File: config.mk
export PLATFORM = sky130hd
export DESIGN_NAME = tdm_demux1x4
export DESIGN_NICKNAME = d
export VERILOG_FILES = /design/src/rtl/tdm_demux_pkg.sv /design/src/rtl/tdm_slot_ctr.sv /design/src/rtl/tdm_demux1x4.sv
export SDC_FILE = /design/constraint.sdc
export NUM_CORES = 1
export LEC_CHECK = 0
export BUFFER_PORTS_ARGS = -buffer_cell sky130_fd_sc_hd__buf_2
export CAP_MARGIN = 40
export CORE_ASPECT_RATIO = 1.2
export CORE_MARGIN = 4
export CORE_UTILIZATION = 35
export DETAILED_ROUTE_END_ITERATION = 16
export GPL_TIMING_DRIVEN = 0
export HOLD_SLACK_MARGIN = 0.15
export PLACE_DENSITY = 0.59
export SLEW_MARGIN = 5
export SYNTH_ARGS = -nofsm -noshare
export SYNTH_HDL_FRONTEND = slang
export SYNTH_SLANG_ARGS = --single-unit
File: constraint.sdc
create_clock -name clk -period 1.8 [get_ports clk]
set_clock_uncertainty 0.05 [all_clocks]
set_input_delay 0.36 -clock clk [delete_from_list [all_inputs] [get_ports clk]]
set_output_delay 0.36 -clock clk [all_outputs]
set_load 0.005 [all_outputs]
File: src/rtl/tdm_demux_pkg.sv
// tdm_demux_pkg: shared constants and FSM state type for the 1:4 TDM
// demultiplexer (tdm_demux1x4) and its slot counter (tdm_slot_ctr).
package tdm_demux_pkg;

    localparam int N_CH   = 4;
    localparam int SLOT_W = 2;

    typedef enum logic {
        HUNT   = 1'b0,
        LOCKED = 1'b1
    } state_e;

endpackage

File: src/rtl/tdm_slot_ctr.sv
// tdm_slot_ctr: 2-bit slot counter for the TDM demultiplexer.
//   clk, rst : clock, asynchronous active-high reset (counter -> 0)
//   en       : advance to the next slot (wraps 3 -> 0)
//   load1    : synchronous load of slot 1 (frame acquire / resync);
//              takes priority over en
//   slot     : current slot index
//   wrap     : high while slot == 3 (next advance completes a frame)
module tdm_slot_ctr
    import tdm_demux_pkg::*;
(
    input  logic              clk,
    input  logic              rst,
    input  logic              en,
    input  logic              load1,
    output logic [SLOT_W-1:0] slot,
    output logic              wrap
);

    logic [SLOT_W-1:0] slot_q, slot_d;

    always_comb begin
        slot_d = slot_q;
        if (load1)
            slot_d = SLOT_W'(1);
        else if (en)
            slot_d = slot_q + SLOT_W'(1);
    end

    always_ff @(posedge clk or posedge rst) begin
        if (rst)
            slot_q <= '0;
        else
            slot_q <= slot_d;
    end

    assign slot = slot_q;
    assign wrap = (slot_q == SLOT_W'(N_CH - 1));

endmodule

File: src/rtl/tdm_demux1x4.sv
// tdm_demux1x4: 1:4 time-division demultiplexer. Rebuilds four parallel
// channels from an interleaved stream (slot order 0,1,2,3) aligned by a
// slot-0 marker, and publishes one registered frame per frame_valid pulse.
//   clk, rst      : clock, asynchronous active-high reset
//   din           : interleaved sample, valid when din_valid
//   frame_sync    : current sample is slot 0
//   out0..out3    : channel outputs of the last complete frame
//   frame_valid   : one-cycle pulse when out0..out3 update
//   slot          : slot index expected for the next accepted sample
//   locked        : FSM is in LOCKED
//   sync_err      : one-cycle pulse on resync or on a flywheel slot 0
//                   (only when TDM_DEMUX_SYNC_ERR_EN is defined)
module tdm_demux1x4
    import tdm_demux_pkg::*;
#(
    parameter int DATA_W = 1
) (
    input  logic              clk,
    input  logic              rst,
    input  logic [DATA_W-1:0] din,
    input  logic              din_valid,
    input  logic              frame_sync,
    output logic [DATA_W-1:0] out0,
    output logic [DATA_W-1:0] out1,
    output logic [DATA_W-1:0] out2,
    output logic [DATA_W-1:0] out3,
    output logic              frame_valid,
`ifdef TDM_DEMUX_SYNC_ERR_EN
    output logic              sync_err,
`endif
    output logic [SLOT_W-1:0] slot,
    output logic              locked
);

    state_e                          state_q, state_d;
    logic [SLOT_W-1:0]               slot_cnt;
    logic                            slot_wrap;
    logic                            ctr_en, ctr_load;
    logic [N_CH-2:0][DATA_W-1:0]     shadow_q, shadow_d;
    logic [N_CH-1:0][DATA_W-1:0]     out_q, out_d;
    logic                            frame_valid_q, frame_valid_d;

    tdm_slot_ctr u_slot_ctr (
        .clk   (clk),
        .rst   (rst),
        .en    (ctr_en),
        .load1 (ctr_load),
        .slot  (slot_cnt),
        .wrap  (slot_wrap)
    );

    always_comb begin
        state_d       = state_q;
        shadow_d      = shadow_q;
        out_d         = out_q;
        frame_valid_d = 1'b0;
        ctr_en        = 1'b0;
        ctr_load      = 1'b0;
        if (din_valid) begin
            case (state_q)
                HUNT: begin
                    if (frame_sync) begin
                        shadow_d[0] = din;
                        ctr_load    = 1'b1;
                        state_d     = LOCKED;
                    end
                end
                LOCKED: begin
                    if (frame_sync && slot_cnt != '0) begin
                        // Resync: restart the frame here, dropping the partial one.
                        shadow_d[0] = din;
                        ctr_load    = 1'b1;
                    end else begin
                        // Normal slot, or flywheel through a missing slot-0 marker.
                        ctr_en = 1'b1;
                        if (slot_wrap) begin
                            out_d[0]      = shadow_q[0];
                            out_d[1]      = shadow_q[1];
                            out_d[2]      = shadow_q[2];
                            out_d[3]      = din;
                            frame_valid_d = 1'b1;
                        end else begin
                            for (int s = 0; s < N_CH - 1; s++)
                                if (slot_cnt == SLOT_W'(s))
                                    shadow_d[s] = din;
                        end
                    end
                end
                default: state_d = HUNT;
            endcase
        end
    end

    always_ff @(posedge clk or posedge rst) begin
        if (rst) begin
            state_q       <= HUNT;
            shadow_q      <= '0;
            out_q         <= '0;
            frame_valid_q <= 1'b0;
        end else begin
            state_q       <= state_d;
            shadow_q      <= shadow_d;
            out_q         <= out_d;
            frame_valid_q <= frame_valid_d;
        end
    end

`ifdef TDM_DEMUX_SYNC_ERR_EN
    logic sync_err_q, sync_err_d;

    // While locked, the marker must coincide with slot 0: a marker elsewhere
    // is a resync, a slot 0 without it is a flywheel. Both are flagged.
    always_comb begin
        sync_err_d = din_valid && (state_q == LOCKED) &&
                     (frame_sync != (slot_cnt == '0));
    end

    always_ff @(posedge clk or posedge rst) begin
        if (rst)
            sync_err_q <= 1'b0;
        else
            sync_err_q <= sync_err_d;
    end

    assign sync_err = sync_err_q;
`endif

    assign out0        = out_q[0];
    assign out1        = out_q[1];
    assign out2        = out_q[2];
    assign out3        = out_q[3];
    assign frame_valid = frame_valid_q;
    assign slot        = slot_cnt;
    assign locked      = (state_q == LOCKED);

endmodule
==> out/summary.md <==
The run finished with clean final reports. The critical path goes through inv_1 > ha_2 > nor2b_4 > or3b_1 > buf_6 > mux2_4. Counting flops and latches in the post-synthesis netlist gives 11.

The classification of the worst-slack hold path was input pin to flop. TritonCTS built the clock tree. For the final net count, the log shows 71. Clock tree synthesis found a total of 11 sinks. The run gives 890 um as the sum of routed wire length over all layers. The tools report the final worst slack as 62.9 ps. The combined global-route utilization of all metal layers is 0.0935.

Dividing the detail-routed wire length by the instance count gives 11.4 um. During I/O placement, the number of pins put on the boundary was 13. STA puts the critical path data arrival time at 1830 ps. Based on the critical path, the design can be clocked at up to 0.576 GHz. Setup violations remaining at the end of the flow were counted as 0. The tools report the beginning of the worst hold path as frame_sync. The tools report the clock root buffer as clkbuf_4. The tools report the total core area as 1460 um^2. Leaving out fill and tap cells, the most frequent cells in the layout are buf_2, dfrtp_1, mux2_4, inv_1. The die covers 2270 um^2.

After layout, the minimum clock period comes to 1740 ps. Leaving out fill and tap cells, the most frequent cell in the layout is buf_2. Total power for the finished layout comes to 994 uW. In this run the remaining antenna-violating nets after routing total 0. The total buffers and inverters traversed by the critical path was 2.

The cell area that synthesis handed to floorplanning was 549 um^2. The share of post-route cells with drive strength above 1 works out to 0.508. For the post-placement worst setup slack, the log shows -5.15 ps. The worst setup path is launched from a flop.

Final hold analysis gives a worst-case slack of 308 ps. Input and output buffers added on the ports amount to 12. By startpoint and endpoint, the worst setup path is classified as flop to flop. The peak per-stage delay on the critical path was 400 ps; the relative slew slack was 0.727. The layout overhead on the synthesized area is 26.0%, and the max-slew violation total from the final report is 0.

The share of synthesized area occupied by flip-flops and latches was 0.501. Power spread over the standard cell area amounts to 1440 nW/um^2. The worst-case IR drop observed on VDD is 515 uV.

Max-cap violations in this run came to 0. For the sum of overflow across all layers after global routing, the log shows 0. The H-tree level count is 1. Setup repair after global routing left no endpoint under its margin. For the number of placement rows, the log shows 15.

Summed over all cells, the static leakage comes to 0.361 nW. Dividing the detail-routed via count by the number of cells gives 4.85. The initial antenna violation count is 0, and the clock-pin slew on the worst setup and hold paths is 70 ps. Of all nets on the critical path, the largest fanout is 5. From bottom edge to top edge, the die measures 51.4 um. The beginning of the critical path is u_slot_ctr.slot[0]. The run gives 347 as the number of global-route vias before repair. The worst register-to-register path begins at u_slot_ctr.slot[0]. TritonCTS created 3 clock buffers. Entering global routing, the biggest net connects 12 pins.

The repair_antennas step left the layout with diodes totalling 0. In this run, distinct cell masters in the synthesized netlist total 17. The first detailed-routing pass ran for 3 iterations.

The worst setup path is captured at a flop. At the end of routability-driven placement, the weighted congestion stood at 0.635. Counting along the longest clock path gives a buffer depth of 2. For this run, design rule violations remaining after detail routing come to 0. The clock latency of the later-clocked register in the worst-skew pair is 260 ps. The synthesized area divided by synthesized cell count was 13.4 um^2; the net count of the mapped netlist was 50.

The first routing iteration left 12 violations. The kind of cell with the highest combined delay along the critical path is simple AND/OR/NAND/NOR gates. Wire length of the first global-routing pass: 1490 um. The die is 44.2 um wide. The Yosys step of the flow raised 0 warnings. The final-report hold violation count is 0, and the data required time of the critical path is 1900 ps. On the critical path, the stage with the largest delay is an instance of dfrtp_1. Starting density of the core: 0.375.

The run gives 41 as the post-synthesis cell count. The slew of the pin with the lowest slew margin is 408 ps, and the half-perimeter wire length after placement is 646 um. In the final timing run, aggregate negative setup slack is 0 ps. The final worst-path cycle share is 0.965, and the overall via count from detail_route is 378.
==> flip-flops by register name, indices dropped and copies added, names as in the netlist <==
register / flops
shadow_q: 3
u_slot_ctr.slot: 2
out2: 1
frame_valid: 1
out3: 1
locked: 1
out1: 1
out0: 1
==> per-stage QoR <==
stage | cell area [um^2] | utilization | instances
after detailed placement | 631 | 0.431 | 70
after global routing | 692 | 0.473 | 78
after global placement | 631 | 0.431 | 70
after floorplan | 549 | - | 41
final | 692 | 0.473 | 78
after CTS | 669 | 0.457 | 75
==> layout make-up <==
class                           instances  area (um^2)
Sequential cell                        11          275
Buffer                                  1         11.3
Tap cell                               17         21.3
Inverter                                4         15.0
Clock buffer                            4         26.3
Multi-Input combinational cell         25          250
Fill cell                             138          772
Timing Repair Buffer                   16         92.6
==> synth_stat cells <==
cell,n,area [um^2]
a21o_2,1,8.76
a22o_1,1,8.76
a31oi_1,1,6.26
and4b_2,1,11.3
buf_6,1,11.3
dfrtp_1,11,275
ha_1,4,50.1
inv_1,4,15.0
mux2_2,3,33.8
mux2_4,4,60.1
nand2_1,1,3.75
nand2_2,1,6.26
nor2_1,1,3.75
nor2b_4,1,13.8
nor4b_1,2,17.5
o21ai_0,3,15.0
or3b_1,1,8.76
==> repair_timing <==
| action | in CTS | in global routing |
|---|---|---|
| setup buffers | 0 | 3 |
| gates cloned | 0 | 0 |
| hold buffers | 1 | 0 |
| pin swaps | 0 | 0 |
| gates resized for setup | 1 | 0 |
| hold endpoints to repair | 11 | 0 |
| setup endpoints to repair | 4 | 4 |
==> metal layers <==
| layer | track usage | share of wire | vias up |
|---|---|---|---|
| li1 | - | - | 185 |
| met2 | 0.124 | 0.42 | 15 |
| met1 | 0.119 | 0.45 | 174 |
| met3 | 0.0317 | 0.093 | 4 |
| met4 | 0.0754 | 0.033 | 0 |
| met5 | 0 | 0 | - |
==> power breakdown <==
part	leakage, nW	total (mW)	switching, mW	internal [mW]
Clock	0.0150	0.162	0.0762	0.0856
Combinational	0.214	0.431	0.164	0.267
Sequential	0.132	0.402	0.0516	0.350
==> final timing paths <==
| kind | depth (start not counted) | to | slack, ps |
|---|---|---|---|
| setup / recovery | 6 | out0 | 60 |
| hold / removal | 2 | locked | 310 |
| setup reg to reg | 6 | out0 | 60 |
| hold reg to reg | 1 | out1 | 450 |
| max in group asynchronous | 3 | locked | 840 |
| min in group asynchronous | 3 | shadow_q[2] | 580 |
==> logic make-up (layout without fill, tap and decap cells) <==
family,after synthesis,in the layout,share of synthesized area
adders and majority gates,4,4,0.0911
DFF,11,11,0.501
buffers and inverters,5,25,0.0478
muxes,7,7,0.171
AOI/OAI and AO/OA,6,6,0.0706
and+or+nand+nor,8,8,0.118
(Power assumes the default switching activity.)
